### src/rtl/nor_bus_master_if.sv
// Command, response and NOR pin-side signals of the NOR bus sequencer.
// The master modport is the sequencer; the slave modport is the command source and top level.
interface nor_bus_master_if;
  logic        cmd_valid;
  logic        cmd_ready;
  logic [1:0]  cmd_op;
  logic [22:0] cmd_addr;
  logic [15:0] cmd_wdata;
  logic        rsp_valid;
  logic [15:0] rsp_data;
  logic        nor_vcc;
  logic [15:0] nor_d_in;
  logic        bus_own;
  logic        bus_drive;
  logic        d_drive;
  logic [22:0] out_a;
  logic [15:0] out_d;
  logic        out_ce;
  logic        out_oe;
  logic        out_we;
  logic        out_reset;
  logic        vcc_lost;

  modport master (
    input  cmd_valid, cmd_op, cmd_addr, cmd_wdata, nor_vcc, nor_d_in,
    output cmd_ready, rsp_valid, rsp_data, bus_own, bus_drive, d_drive,
    output out_a, out_d, out_ce, out_oe, out_we, out_reset, vcc_lost
  );

  modport slave (
    output cmd_valid, cmd_op, cmd_addr, cmd_wdata, nor_vcc, nor_d_in,
    input  cmd_ready, rsp_valid, rsp_data, bus_own, bus_drive, d_drive,
    input  out_a, out_d, out_ce, out_oe, out_we, out_reset, vcc_lost
  );
endinterface

### src/rtl/nor_bus_master.sv
// Takes the PS3 NOR bus from the console and runs single-word read, write and reset-pulse
// commands with programmable timing; all outputs except cmd_ready are registered.
module nor_bus_master #(
  parameter int unsigned SETTLE_CYC = 4,
  parameter int unsigned SETUP_CYC  = 2,
  parameter int unsigned PULSE_CYC  = 6,
  parameter int unsigned HOLD_CYC   = 2,
  parameter int unsigned RESET_CYC  = 250
) (
  input logic              mclk_i,
  input logic              reset_ni,
  nor_bus_master_if.master bus
);
  localparam logic [2:0] StIdle     = 3'd0;
  localparam logic [2:0] StTakeover = 3'd1;
  localparam logic [2:0] StOwned    = 3'd2;
  localparam logic [2:0] StSetup    = 3'd3;
  localparam logic [2:0] StPulse    = 3'd4;
  localparam logic [2:0] StHold     = 3'd5;
  localparam logic [2:0] StRstp     = 3'd6;
  localparam logic [2:0] StRelease  = 3'd7;

  localparam logic [1:0] OpRead    = 2'b00;
  localparam logic [1:0] OpWrite   = 2'b01;
  localparam logic [1:0] OpRstp    = 2'b10;
  localparam logic [1:0] OpRelease = 2'b11;

  // Counters are loaded with N-1 and the phase ends when they reach zero.
  localparam logic [15:0] SettleLd = 16'(SETTLE_CYC - 1);
  localparam logic [15:0] SetupLd  = 16'(SETUP_CYC - 1);
  localparam logic [15:0] PulseLd  = 16'(PULSE_CYC - 1);
  localparam logic [15:0] HoldLd   = 16'(HOLD_CYC - 1);
  localparam logic [15:0] ResetLd  = 16'(RESET_CYC - 1);

  logic [2:0]  state_q, state_d;
  logic [15:0] cnt_q, cnt_d;
  logic [1:0]  op_q, op_d;
  logic [15:0] rd_q, rd_d;
  logic        bus_own_q, bus_own_d, bus_drive_q, bus_drive_d, d_drive_q, d_drive_d;
  logic [22:0] out_a_q, out_a_d;
  logic [15:0] out_d_q, out_d_d;
  logic        out_ce_q, out_ce_d, out_oe_q, out_oe_d, out_we_q, out_we_d;
  logic        out_reset_q, out_reset_d;
  logic        rsp_valid_q, rsp_valid_d;
  logic [15:0] rsp_data_q, rsp_data_d;
  logic        vcc_lost_q, vcc_lost_d;
  logic        cmd_ready, accept, cnt_done;

  assign cmd_ready = bus.nor_vcc && (state_q == StIdle || state_q == StOwned);
  assign accept    = bus.cmd_valid && cmd_ready;
  assign cnt_done  = (cnt_q == 16'd0);

  always_comb begin
    state_d     = state_q;
    cnt_d       = cnt_done ? cnt_q : cnt_q - 16'd1;
    op_d        = op_q;
    rd_d        = rd_q;
    bus_own_d   = bus_own_q;
    bus_drive_d = bus_drive_q;
    d_drive_d   = d_drive_q;
    out_a_d     = out_a_q;
    out_d_d     = out_d_q;
    out_ce_d    = out_ce_q;
    out_oe_d    = out_oe_q;
    out_we_d    = out_we_q;
    out_reset_d = out_reset_q;
    rsp_valid_d = 1'b0;
    rsp_data_d  = rsp_data_q;
    vcc_lost_d  = accept ? 1'b0 : vcc_lost_q;

    unique case (state_q)
      StIdle: begin
        if (accept && bus.cmd_op != OpRelease) begin
          state_d   = StTakeover;
          cnt_d     = SettleLd;
          bus_own_d = 1'b1;
          op_d      = bus.cmd_op;
          out_a_d   = bus.cmd_addr;
          out_d_d   = bus.cmd_wdata;
        end
      end
      StTakeover: begin
        if (cnt_done) begin
          bus_drive_d = 1'b1;
          if (op_q == OpRstp) begin
            state_d     = StRstp;
            cnt_d       = ResetLd;
            out_reset_d = 1'b1;
          end else begin
            state_d   = StSetup;
            cnt_d     = SetupLd;
            out_ce_d  = 1'b1;
            d_drive_d = (op_q == OpWrite);
          end
        end
      end
      StOwned: begin
        if (accept) begin
          op_d = bus.cmd_op;
          unique case (bus.cmd_op)
            OpRead, OpWrite: begin
              state_d   = StSetup;
              cnt_d     = SetupLd;
              out_a_d   = bus.cmd_addr;
              out_d_d   = bus.cmd_wdata;
              out_ce_d  = 1'b1;
              d_drive_d = (bus.cmd_op == OpWrite);
            end
            OpRstp: begin
              state_d     = StRstp;
              cnt_d       = ResetLd;
              out_reset_d = 1'b1;
            end
            default: begin
              state_d     = StRelease;
              cnt_d       = SettleLd;
              bus_drive_d = 1'b0;
              d_drive_d   = 1'b0;
            end
          endcase
        end
      end
      StSetup: begin
        if (cnt_done) begin
          state_d  = StPulse;
          cnt_d    = PulseLd;
          out_oe_d = (op_q == OpRead);
          out_we_d = (op_q == OpWrite);
        end
      end
      StPulse: begin
        if (cnt_done) begin
          state_d  = StHold;
          cnt_d    = HoldLd;
          out_oe_d = 1'b0;
          out_we_d = 1'b0;
          if (op_q == OpRead) rd_d = bus.nor_d_in;
        end
      end
      StHold: begin
        if (cnt_done) begin
          state_d   = StOwned;
          out_ce_d  = 1'b0;
          d_drive_d = 1'b0;
          if (op_q == OpRead) begin
            rsp_valid_d = 1'b1;
            rsp_data_d  = rd_q;
          end
        end
      end
      StRstp: begin
        if (cnt_done) begin
          state_d     = StOwned;
          out_reset_d = 1'b0;
        end
      end
      StRelease: begin
        if (cnt_done) begin
          state_d   = StIdle;
          bus_own_d = 1'b0;
        end
      end
      default: state_d = StIdle;
    endcase

    // Power loss abandons the bus at once; only a command in flight is flagged.
    if (!bus.nor_vcc && state_q != StIdle) begin
      state_d     = StIdle;
      cnt_d       = 16'd0;
      op_d        = OpRead;
      rd_d        = 16'd0;
      bus_own_d   = 1'b0;
      bus_drive_d = 1'b0;
      d_drive_d   = 1'b0;
      out_a_d     = 23'd0;
      out_d_d     = 16'd0;
      out_ce_d    = 1'b0;
      out_oe_d    = 1'b0;
      out_we_d    = 1'b0;
      out_reset_d = 1'b0;
      rsp_valid_d = 1'b0;
      rsp_data_d  = 16'd0;
      vcc_lost_d  = vcc_lost_q || !(state_q == StOwned || state_q == StRelease);
    end
  end

  always_ff @(posedge mclk_i or negedge reset_ni) begin
    if (!reset_ni) begin
      state_q     <= StIdle;
      cnt_q       <= 16'd0;
      op_q        <= OpRead;
      rd_q        <= 16'd0;
      bus_own_q   <= 1'b0;
      bus_drive_q <= 1'b0;
      d_drive_q   <= 1'b0;
      out_a_q     <= 23'd0;
      out_d_q     <= 16'd0;
      out_ce_q    <= 1'b0;
      out_oe_q    <= 1'b0;
      out_we_q    <= 1'b0;
      out_reset_q <= 1'b0;
      rsp_valid_q <= 1'b0;
      rsp_data_q  <= 16'd0;
      vcc_lost_q  <= 1'b0;
    end else begin
      state_q     <= state_d;
      cnt_q       <= cnt_d;
      op_q        <= op_d;
      rd_q        <= rd_d;
      bus_own_q   <= bus_own_d;
      bus_drive_q <= bus_drive_d;
      d_drive_q   <= d_drive_d;
      out_a_q     <= out_a_d;
      out_d_q     <= out_d_d;
      out_ce_q    <= out_ce_d;
      out_oe_q    <= out_oe_d;
      out_we_q    <= out_we_d;
      out_reset_q <= out_reset_d;
      rsp_valid_q <= rsp_valid_d;
      rsp_data_q  <= rsp_data_d;
      vcc_lost_q  <= vcc_lost_d;
    end
  end

  assign bus.cmd_ready = cmd_ready;
  assign bus.rsp_valid = rsp_valid_q;
  assign bus.rsp_data  = rsp_data_q;
  assign bus.bus_own   = bus_own_q;
  assign bus.bus_drive = bus_drive_q;
  assign bus.d_drive   = d_drive_q;
  assign bus.out_a     = out_a_q;
  assign bus.out_d     = out_d_q;
  assign bus.out_ce    = out_ce_q;
  assign bus.out_oe    = out_oe_q;
  assign bus.out_we    = out_we_q;
  assign bus.out_reset = out_reset_q;
  assign bus.vcc_lost  = vcc_lost_q;
endmodule

### src/flat_wrapper.sv
// flat-port wrapper written by rule: the top's interface ports become plain ports
module nor_bus_master_flat 
#(
  parameter int unsigned SETTLE_CYC = 4,
  parameter int unsigned SETUP_CYC  = 2,
  parameter int unsigned PULSE_CYC  = 6,
  parameter int unsigned HOLD_CYC   = 2,
  parameter int unsigned RESET_CYC  = 250
)
  (mclk_i, reset_ni, bus_cmd_valid, bus_cmd_op, bus_cmd_addr, bus_cmd_wdata, bus_nor_vcc, bus_nor_d_in, bus_cmd_ready, bus_rsp_valid, bus_rsp_data, bus_bus_own, bus_bus_drive, bus_d_drive, bus_out_a, bus_out_d, bus_out_ce, bus_out_oe, bus_out_we, bus_out_reset, bus_vcc_lost);
  nor_bus_master_if bus_i ();
  input logic mclk_i;
  input logic reset_ni;
  input wire logic [$bits(bus_i.cmd_valid)-1:0] bus_cmd_valid;
  input wire logic [$bits(bus_i.cmd_op)-1:0] bus_cmd_op;
  input wire logic [$bits(bus_i.cmd_addr)-1:0] bus_cmd_addr;
  input wire logic [$bits(bus_i.cmd_wdata)-1:0] bus_cmd_wdata;
  input wire logic [$bits(bus_i.nor_vcc)-1:0] bus_nor_vcc;
  input wire logic [$bits(bus_i.nor_d_in)-1:0] bus_nor_d_in;
  output wire logic [$bits(bus_i.cmd_ready)-1:0] bus_cmd_ready;
  output wire logic [$bits(bus_i.rsp_valid)-1:0] bus_rsp_valid;
  output wire logic [$bits(bus_i.rsp_data)-1:0] bus_rsp_data;
  output wire logic [$bits(bus_i.bus_own)-1:0] bus_bus_own;
  output wire logic [$bits(bus_i.bus_drive)-1:0] bus_bus_drive;
  output wire logic [$bits(bus_i.d_drive)-1:0] bus_d_drive;
  output wire logic [$bits(bus_i.out_a)-1:0] bus_out_a;
  output wire logic [$bits(bus_i.out_d)-1:0] bus_out_d;
  output wire logic [$bits(bus_i.out_ce)-1:0] bus_out_ce;
  output wire logic [$bits(bus_i.out_oe)-1:0] bus_out_oe;
  output wire logic [$bits(bus_i.out_we)-1:0] bus_out_we;
  output wire logic [$bits(bus_i.out_reset)-1:0] bus_out_reset;
  output wire logic [$bits(bus_i.vcc_lost)-1:0] bus_vcc_lost;
  assign bus_i.cmd_valid = bus_cmd_valid;
  assign bus_i.cmd_op = bus_cmd_op;
  assign bus_i.cmd_addr = bus_cmd_addr;
  assign bus_i.cmd_wdata = bus_cmd_wdata;
  assign bus_i.nor_vcc = bus_nor_vcc;
  assign bus_i.nor_d_in = bus_nor_d_in;
  assign bus_cmd_ready = bus_i.cmd_ready;
  assign bus_rsp_valid = bus_i.rsp_valid;
  assign bus_rsp_data = bus_i.rsp_data;
  assign bus_bus_own = bus_i.bus_own;
  assign bus_bus_drive = bus_i.bus_drive;
  assign bus_d_drive = bus_i.d_drive;
  assign bus_out_a = bus_i.out_a;
  assign bus_out_d = bus_i.out_d;
  assign bus_out_ce = bus_i.out_ce;
  assign bus_out_oe = bus_i.out_oe;
  assign bus_out_we = bus_i.out_we;
  assign bus_out_reset = bus_i.out_reset;
  assign bus_vcc_lost = bus_i.vcc_lost;
  nor_bus_master #(.SETTLE_CYC(SETTLE_CYC), .SETUP_CYC(SETUP_CYC), .PULSE_CYC(PULSE_CYC), .HOLD_CYC(HOLD_CYC), .RESET_CYC(RESET_CYC)) u_core (.mclk_i(mclk_i), .reset_ni(reset_ni), .bus(bus_i));
endmodule
### config.mk
export PLATFORM = sky130hd
export DESIGN_NAME = nor_bus_master_flat
export DESIGN_NICKNAME = d
export VERILOG_FILES = /design/src/rtl/nor_bus_master_if.sv /design/src/rtl/nor_bus_master.sv /design/src/flat_wrapper.sv
export SDC_FILE = /design/constraint.sdc
export NUM_CORES = 1
export LEC_CHECK = 0
export ABC_AREA = 1
export CORE_UTILIZATION = 40
export CTS_BUF_LIST = sky130_fd_sc_hd__clkbuf_8 sky130_fd_sc_hd__clkbuf_16
export CTS_CLUSTER_DIAMETER = 100
export DETAILED_ROUTE_END_ITERATION = 7
export PLACE_DENSITY = 0.67
export SLEW_MARGIN = 20
export SYNTH_ARGS = -nofsm -noshare
export SYNTH_HDL_FRONTEND = slang
export SYNTH_SLANG_ARGS = --single-unit
### constraint.sdc
create_clock -name mclk_i -period 4.3 [get_ports mclk_i]
set_input_delay 0.43 -clock mclk_i [delete_from_list [all_inputs] [get_ports mclk_i]]
set_output_delay 0.43 -clock mclk_i [all_outputs]
set_load 0.02 [all_outputs]
==> results.py, run 1 <==
metrics = {
    "timing": {
        "slew_violations": 0,
        "maxSlewHeadroom_pct": 35.85,
        "worst_slew_pin_slew_ns": 0.9622,
        "setup_tns_ns": 0,
        "period_share_pct": 67.51,
        "finClkSkew_ns": 0.006133,
        "fmax_mhz": 344.5,
        "finalSetupViolations": 0,
        "period_needed_ns": 2.903,
        "hold_viol_final": 0,
        "rsz0062_at_grt": "false",
    },
    "grt": {
        "grt_max_degree": 76,
        "grt_usage_pct": 21.49,
        "grt_pass1_wl_um": 22470,
        "grt-ovfl-total": 0,
        "grt_pass1_vias": 4719,
        "antenna_found_initial": 0,
    },
    "setup_path": {
        "path_max_fanout": 46,
        "reg2reg_setup_slack_ns": 1.40,
        "critPathLaunch": "bus_nor_vcc",
        "crit_type": "in2reg",
        "worst_ep_arrival_time_ns": 3.18,
        "r2r-start": "u_core.state_q[1]$_DFFE_PN0P_",
        "startpoint_type": "input pin",
        "crit_path_end_kind": "flip-flop",
        "worstPathRequired_ns": 4.58,
    },
    "finish": {
        "fin_area_um2": 6641,
        "diodes": 0,
        "drive_above_1_share_pct": 6.775,
        "stdcell_count": 906,
        "fin_util_pct": 54.39,
        "syn_to_final_growth_pct": 30.61,
        "finalNetCount": 799,
    },
    "synth": {
        "synth_warnings": 0,
        "synth.distinct_cells": 33,
        "synth.top_cell.area_share_pct": 49.70,
        "synth_fp_nets": 693,
        "synth.avg_cell_area_um2": 8.084,
        "yosys-top-cells-area": "dfrtp_1, nand2_1, nand3_1, o21ai_0, nor2_1",
        "ys_ff_latch": 101,
        "ys_seq_area_share_pct": 49.70,
        "synth_top_area_cell": "dfrtp_1",
        "synthCells": 629,
        "synthesis.area_um2": 5085,
    },
    "flow_run": {
        "drv_cap": 0,
    },
    "place": {
        "post_dp_cell_area_um2": 6375,
        "hpwlAfterDp_um": 9454,
        "io_buffers": 125,
        "globalplace.congestion": 0.8924,
        "dp.cells": 892,
    },
    "power": {
        "powerDensity_nw_per_um2": 771.7,
        "leakagePower_nw": 3.234,
        "clock_power_share_pct": 14.4,
        "p_int_mw": 2.775,
        "swShare_pct": 45.86,
        "combPwrFrac_pct": 54.8,
        "ir_worst_vdd_uv": 378.9,
        "switchingPower_mw": 2.350,
        "seq_power_share_pct": 30.8,
    },
    "clock_network": {
        "cts-resized-gates": 0,
        "cts.sinks": 101,
        "clk_latency_ns": 0.34,
        "cts_max_level": 3,
        "cts-root-buf": "clkbuf_16",
        "cts_tree": "yes",
        "clk_path_buf_depth": 2,
        "ctsHoldBuffers": 0,
        "clk_pin_slew_ns": 0.07,
        "post_cts_buffers": 0,
        "numCtsBuffers": 9,
    },
    "run_status": {
        "status": "complete, no violations",
    },
    "worst_hold_path": {
        "min_path_type": "in2async",
    },
    "route": {
        "viasPerCell": 5.155,
        "drt_pass1_iterations": 5,
        "vias": 4670,
        "routed_wl_um": 13490,
        "drt_iter0_markers": 379,
        "ant_nets": 0,
        "drc": 0,
        "post_drt_wl_per_cell_um": 14.89,
    },
    "floorplanning": {
        "rows": 40,
        "start_util_pct": 41.64,
        "die_h_um": 114.8,
        "io-pin-count": 126,
        "die_w_um": 114.8,
        "fp.dieArea_um2": 13170,
        "core_um2": 12210,
    },
}
flip-flops by register name (all words and copies together) (netlist names):
signal and flops:
u_core.bus.bus_drive 1, u_core.bus.out_reset 1, u_core.bus.bus_own 1, u_core.bus.rsp_valid 1
u_core.op_q 2, u_core.bus.out_ce 1, u_core.bus.out_a 23, u_core.bus.rsp_data 16
u_core.cnt_q 16, u_core.rd_q 16, u_core.bus.out_we 1, u_core.bus.out_d 16
u_core.bus.d_drive 1, u_core.state_q 3, u_core.bus.vcc_lost 1, u_core.bus.out_oe 1
synth_stat cells, drive strengths merged:
master and instances:
a21oi 13, and3 1, buf 26, clkbuf 6, dfrtp 101, ha 3
inv 41, nand2 167, nand3 98, nand4 4, nor2 54, nor3 7
nor3b 1, nor4 1, o211ai 1, o21ai 89, o22ai 2, o31ai 2
or2 1, xnor2 3, xor2 8
power groups by stage:
stage	clock [mW]	combinational, mW	sequential (mW)
after floorplan	0	1.60	1.85
after global placement	0	2.78	1.58
after detailed placement	0	2.82	1.58
after CTS	0.760	2.83	1.58
after global routing	0.796	3.13	1.63
final	0.739	2.81	1.58
path summary, 6_finish.rpt:
path                                                         end  cells past startpoint
worst max-delay path            u_core.bus.out_a[10]$_DFFE_PN0P_                      8
worst min-delay path                  u_core.cnt_q[13]$_DFF_PN0_                      1
worst max register to register  u_core.bus.out_a[10]$_DFFE_PN0P_                     10
worst min register to register  u_core.bus.out_reset$_DFFE_PN0P_                      2
max in group asynchronous       u_core.bus.out_reset$_DFFE_PN0P_                      2
min in group mclk_i             u_core.bus.out_reset$_DFFE_PN0P_                      2
cells in the final DEF, fill, tap and decap left out, drive strengths merged:
| cell | n |
|---|---|
| nand2 | 167 |
| clkdlybuf4s50 | 124 |
| dfrtp | 101 |
| nand3 | 98 |
| o21ai | 89 |
| nor2 | 54 |
| inv | 42 |
| a21oi | 13 |
| clkbuf | 10 |
| xor2 | 8 |
| nor3 | 7 |
| nand4 | 4 |
| xnor2 | 3 |
| ha | 3 |
| buf | 3 |
| o22ai | 2 |
| o31ai | 2 |
| clkinvlp | 2 |
| and3 | 1 |
| nor3b | 1 |
| nor4 | 1 |
| o211ai | 1 |
| or2 | 1 |
| clkinv | 1 |
worst max-delay path, cell delays in order:
cell	delay [ns]
clkdlybuf4s50_1	0.51
inv_1	0.26
nand2_4	0.31
nand3_1	0.25
inv_2	0.27
nor2_4	0.84
nand3_1	0.17
nand2_1	0.11
logic make-up (layout without fill, tap and decap cells):
logic type / count (synthesis) / after routing / synth area share (%)
adder cells (fa/ha/maj): 3 / 3 / 0.7383
flip-flops: 101 / 101 / 49.70
AO/OA/AOI/OAI: 107 / 107 / 10.95
AND/OR/NAND/NOR: 334 / 334 / 29.97
buffers and inverters: 73 / 182 / 6.742
XOR/XNOR: 11 / 11 / 1.895
area by class of cell:
| cell class | count | area [um2] |
|---|---|---|
| multi-input cells | 455 | 2220 |
| inverters | 41 | 153.9 |
| well taps | 168 | 210.2 |
| fillers | 1198 | 5570 |
| clock inverters | 4 | 27.53 |
| repair buffers | 127 | 1264 |
| flip-flops and latches | 101 | 2527 |
| clock buffers | 10 | 239.0 |
stage by stage:
| stage | power, mW | hold slack (ns) | worst slack [ns] |
|---|---|---|---|
| finish | 5.125 | 0.2132 | 1.397 |
| global route | 5.551 | 0.3026 | 1.074 |
| CTS | 5.170 | 0.2658 | 1.407 |
| detailed placement | 4.410 | 0.4709 | 1.049 |
| global placement | 4.355 | 0.4593 | 1.046 |
| floorplan | 3.453 | 0.1344 | 2.438 |
per-layer routing:
layer  part of all wire, %  up-vias  global-route usage [%]
li1                      -     2280                       -
met5                     0        -                       0
met3                   5.1       30                   4.217
met4                   2.6        0                   8.312
met2                    49      130                   36.57
met1                    43     2230                   27.11
No activity file was read; power rests on OpenSTA's default activity.
==> run 2: changes to the inputs <==
clock period = 2.9 ns   (was 4.3 ns; I/O delays follow)
==> results.py, run 2 (synthesis results as in run 1) <==
metrics = {
    "run_status": {
        "status": "finished, violations left",
        "violations": "negative hold slack",
    },
    "setup_path": {
        "crit_path_end_kind": "output pin",
        "worstPathRequired_ns": 2.61,
        "startpoint_type": "flip-flop",
        "path_max_fanout": 10,
        "crit_type": "reg2out",
        "worst_ep_arrival_time_ns": 1.98,
    },
    "floorplanning": {
        "fp.dieArea_um2": 13170,
        "die_h_um": 114.8,
        "start_util_pct": 41.64,
        "core_um2": 12210,
        "rows": 40,
        "io-pin-count": 126,
        "die_w_um": 114.8,
    },
    "timing": {
        "timing.final.ws_setup_ns": 0.6279,
        "finalSetupViolations": 0,
        "period_share_pct": 78.35,
        "holdWs_ns": -0.02438,
        "maxSlewHeadroom_pct": 53.41,
        "worst_slew_pin_slew_ns": 0.6989,
        "period_needed_ns": 2.272,
        "setup_tns_ns": 0,
        "hold_viol_final": 25,
        "rsz0062_at_grt": "false",
        "slew_violations": 0,
        "finClkSkew_ns": 0.007562,
        "fmax_mhz": 440.1,
    },
    "power": {
        "total_power_mw": 7.864,
        "switchingPower_mw": 3.536,
        "swShare_pct": 44.97,
        "ir_worst_vdd_uv": 545.0,
        "p_int_mw": 4.327,
        "powerDensity_nw_per_um2": 1165,
        "combPwrFrac_pct": 53.6,
        "seq_power_share_pct": 29.8,
        "leakagePower_nw": 3.300,
        "clock_power_share_pct": 16.5,
    },
    "grt": {
        "grt_util_met2_pct": 36.69,
        "grt_busiest_layer": "met2",
        "grtUsageMet3_pct": 4.955,
        "grtUsageMet1_pct": 28.44,
        "grt_pass1_vias": 4501,
        "grt_max_degree": 56,
        "antenna_found_initial": 0,
        "grt-ovfl-total": 0,
        "grt_pass1_wl_um": 22510,
        "grt_usage_pct": 22.18,
    },
    "route": {
        "drc": 0,
        "ant_nets": 0,
        "viasPerCell": 5.103,
        "routed_wl_um": 13770,
        "post_drt_wl_per_cell_um": 15.05,
        "drt_iter0_markers": 343,
        "drt_pass1_iterations": 5,
        "vias": 4669,
    },
    "clock_network": {
        "post_cts_buffers": 0,
        "ctsHoldBuffers": 0,
        "cts-root-buf": "clkbuf_16",
        "clk_latency_ns": 0.35,
        "cts_max_level": 3,
        "cts_tree": "yes",
        "clk_pin_slew_ns": 0.07,
        "clk_path_buf_depth": 2,
        "cts-resized-gates": 0,
        "numCtsBuffers": 9,
        "cts.sinks": 101,
    },
    "place": {
        "pre_cts_slack_ns": 0.5287,
        "dp.cells": 899,
        "hpwlAfterDp_um": 9893,
        "globalplace.congestion": 0.9047,
        "io_buffers": 125,
        "post_dp_cell_area_um2": 6427,
    },
    "finish": {
        "layout_commonest_cell": "nand2_1",
        "syn_to_final_growth_pct": 32.73,
        "stdcell_count": 915,
        "largest_register_ffs": 23,
        "diodes": 0,
        "fin_area_um2": 6749,
        "drive_above_1_share_pct": 8.032,
        "fill_cells": 1182,
        "finalNetCount": 806,
        "final_cell_mix": "nand2_1, clkdlybuf4s50_1, dfrtp_1, nand3_1, o21ai_0",
    },
    "worst_hold_path": {
        "min_path_type": "in2async",
    },
    "flow_run": {
        "drv_cap": 0,
    },
}
run 2: changes by cell type in the layout (fill, tap and decap cells not counted), sizes merged:
cell / delta
clkinvlp: -2
clkinv: +2
clkbuf: -1
buf: +7
inv: +1
bufinv: +2
run 2: path summary, 6_finish.rpt:
kind	depth (start not counted)	endpoint	slack, ns	start
min reg2reg	2	u_core.bus.out_ce$_DFFE_PN0P_	0.47	u_core.bus.out_ce$_DFFE_PN0P_
max reg2reg	8	u_core.cnt_q[8]$_DFF_PN0_	0.68	u_core.state_q[0]$_DFFE_PN0P_
max	4	bus_cmd_ready	0.63	u_core.state_q[2]$_DFFE_PN0P_
min	1	u_core.cnt_q[13]$_DFF_PN0_	-0.02	reset_ni
max in group asynchronous	2	u_core.cnt_q[8]$_DFF_PN0_	2.10	reset_ni
min in group mclk_i	2	u_core.bus.out_ce$_DFFE_PN0P_	0.47	u_core.bus.out_ce$_DFFE_PN0P_
run 2: power by group through the flow:
stage               clock (mW)  sequential (mW)  combinational, mW
global route              1.38             2.41               4.68
finish                    1.30             2.34               4.22
global placement             0             2.35               4.16
detailed placement           0             2.36               4.23
floorplan                    0             2.74               2.38
CTS                       1.33             2.35               4.25
run 2: final cells by class:
| type | instances | area [um2] | share of cell area [%] |
|---|---|---|---|
| inverters | 41 | 153.9 | 2.280 |
| repair buffers | 134 | 1316 | 19.50 |
| well taps | 168 | 210.2 | 3.115 |
| clock inverters | 7 | 96.34 | 1.428 |
| clock buffers | 9 | 225.2 | 3.337 |
| multi-input cells | 455 | 2220 | 32.89 |
| flip-flops and latches | 101 | 2527 | 37.45 |
run 2: per-layer routing:
| layer | wire length [um] | up-vias | part of all wire [%] |
|---|---|---|---|
| met5 | 0 | - | 0 |
| met4 | 333 | 0 | 2.4 |
| met3 | 708 | 24 | 5.1 |
| met2 | 6852 | 128 | 50 |
| met1 | 5876 | 2225 | 43 |
| li1 | - | 2292 | - |
run 2: critical path: stages (launching register included):
cell and delay, ns:
dfrtp_1 0.57, nor2_2 0.25, inv_1 0.09, nor2_1 0.10, clkdlybuf4s50_1 0.61
run 2: metrics by stage:
stage	hold WS, ns	util [%]
3_5_place_dp	0.3823	52.63
6_report	-0.02438	55.27
3_3_place_gp	0.3842	52.63
4_1_cts	0.005229	55.27
2_1_floorplan	-0.005591	-
5_1_grt	0.03991	55.27
==> run 3: changes to the inputs <==
clock period = 2.15 ns   (was 2.9 ns; I/O delays follow)
==> results.py, run 3 (synthesis results as in run 1) <==
metrics = {
    "place": {
        "dp.cells": 909,
        "hpwlAfterDp_um": 9921,
        "globalplace.congestion": 0.9030,
        "post_dp_cell_area_um2": 6540,
        "pre_cts_slack_ns": 0.1136,
        "io_buffers": 125,
    },
    "finish": {
        "finalNetCount": 817,
        "fin_area_um2": 6855,
        "drive_above_1_share_pct": 9.499,
        "final_cell_mix": "nand2_1, clkdlybuf4s50_1, dfrtp_1, nand3_1, o21ai_0",
        "largest_register_ffs": 23,
        "fill_cells": 1151,
        "regArea_um2": 2527,
        "syn_to_final_growth_pct": 34.82,
        "diodes": 0,
        "multiInputGateArea_um2": 2230,
        "fin_util_pct": 56.14,
        "layout_commonest_cell": "nand2_1",
        "stdcell_count": 926,
    },
    "route": {
        "viasPerCell": 5.184,
        "ant_nets": 0,
        "routed_wl_um": 14070,
        "drt_pass1_iterations": 5,
        "post_drt_wl_per_cell_um": 15.20,
        "vias": 4800,
        "drc": 0,
        "drt_iter0_markers": 338,
    },
    "setup_path": {
        "cpMaxStageDelayCell": "clkdlybuf4s50_1",
        "startpoint_type": "flip-flop",
        "worst_ep_arrival_time_ns": 1.83,
        "path_cells": "nor2_4 > inv_1 > nor2_1 > clkdlybuf4s50_1",
        "critPathMaxStageDelay_ns": 0.61,
        "crit_path_end_kind": "output pin",
        "worstPathRequired_ns": 1.93,
        "crit_type": "reg2out",
        "path_max_fanout": 6,
    },
    "timing": {
        "holdWs_ns": 0.4158,
        "slew_violations": 0,
        "finalSetupViolations": 0,
        "rsz0062_at_grt": "false",
        "setup_tns_ns": 0,
        "fmax_mhz": 489.5,
        "period_needed_ns": 2.043,
        "timing.final.ws_setup_ns": 0.1073,
        "period_share_pct": 95.01,
        "worst_slew_pin_slew_ns": 0.5862,
        "maxSlewHeadroom_pct": 60.92,
        "hold_viol_final": 0,
        "finClkSkew_ns": 0.009115,
    },
    "worst_hold_path": {
        "min_path_type": "in2async",
    },
    "clock_network": {
        "cts_max_level": 3,
        "numCtsBuffers": 9,
        "cts-root-buf": "clkbuf_16",
        "post_cts_buffers": 0,
        "clk_latency_ns": 0.35,
        "cts_tree": "yes",
        "clk_path_buf_depth": 2,
        "cts.sinks": 101,
        "clk_pin_slew_ns": 0.07,
    },
    "power": {
        "leakagePower_nw": 3.352,
        "total_power_mw": 10.72,
        "switchingPower_mw": 4.879,
        "seq_power_share_pct": 29.2,
        "p_int_mw": 5.844,
        "powerDensity_nw_per_um2": 1564,
        "ir_worst_vdd_uv": 712.4,
        "swShare_pct": 45.50,
        "clock_power_share_pct": 14.9,
        "combPwrFrac_pct": 55.8,
    },
    "floorplanning": {
        "core_um2": 12210,
        "start_util_pct": 41.64,
        "rows": 40,
        "fp.dieArea_um2": 13170,
        "die_h_um": 114.8,
        "io-pin-count": 126,
        "die_w_um": 114.8,
    },
    "grt": {
        "grt_max_degree": 85,
        "grt_usage_pct": 22.31,
        "grt_pass1_vias": 4722,
        "antenna_found_initial": 0,
        "grt_pass1_wl_um": 22890,
        "grt-ovfl-total": 0,
    },
    "run_status": {
        "status": "complete, no violations",
    },
    "flow_run": {
        "drv_cap": 0,
    },
}
## run 3: changes by cell type in the layout (fill, tap and decap cells not counted), moves of 2 or more
cell,change
buf_4,+6
buf_12,+3
bufinv_16,-2
clkbuf_8,+2
## run 3: metal layers
metal | vias to the layer above | routed length (um) | track usage (%)
met3 | 21 | 737 | 5.166
li1 | 2320 | - | -
met4 | 0 | 272 | 8.485
met2 | 173 | 7024 | 37.33
met1 | 2286 | 6040 | 28.20
met5 | - | 0 | 0
## run 3: cell type report
| class | count | area share (%) |
|---|---|---|
| Clock inverter | 5 | 0.5658 |
| Sequential cell | 101 | 36.87 |
| Tap cell | 168 | 3.066 |
| Clock buffer | 11 | 3.687 |
| Timing Repair Buffer | 145 | 21.04 |
| Inverter | 41 | 2.245 |
| Multi-Input combinational cell | 455 | 32.52 |
## run 3: timing repair
| item | CTS | global route |
|---|---|---|
| hold buffers | 1 | 0 |
| hold endpoints to repair | 42 | 0 |
| endpoints found under the setup margin | 0 | 18 |
| gates resized for setup | 0 | 5 |
## run 3: path summary, 6_finish.rpt
check | endpoint | cells past startpoint | from | slack (ns)
max | bus_cmd_ready | 4 | u_core.state_q[2]$_DFFE_PN0P_ | 0.11
min | u_core.cnt_q[8]$_DFF_PN0_ | 2 | reset_ni | 0.42
max reg2reg | u_core.bus.rsp_data[5]$_DFFE_PN0P_ | 9 | u_core.cnt_q[3]$_DFF_PN0_ | 0.17
min reg2reg | u_core.bus.out_ce$_DFFE_PN0P_ | 2 | u_core.bus.out_ce$_DFFE_PN0P_ | 0.48
max in group asynchronous | u_core.state_q[1]$_DFFE_PN0P_ | 3 | reset_ni | 1.09
min in group mclk_i | u_core.rd_q[5]$_DFFE_PN0P_ | 3 | bus_nor_d_in[5] | 0.42
## run 3: power groups by stage
stage | Clock [mW] | Combinational, mW | Sequential (mW)
after global placement | 0 | 5.84 | 3.12
after detailed placement | 0 | 5.96 | 3.15
after global routing | 1.71 | 6.64 | 3.23
after floorplan | 0 | 3.21 | 3.70
final | 1.60 | 5.99 | 3.14
after CTS | 1.65 | 5.99 | 3.12
## run 3: worst max-delay path, delay by kind of cell (launching register included)
| family | cells | cell delay, ns |
|---|---|---|
| simple gates | 2 | 0.28 |
| buf+inv | 2 | 0.70 |
| flops | 1 | 0.50 |
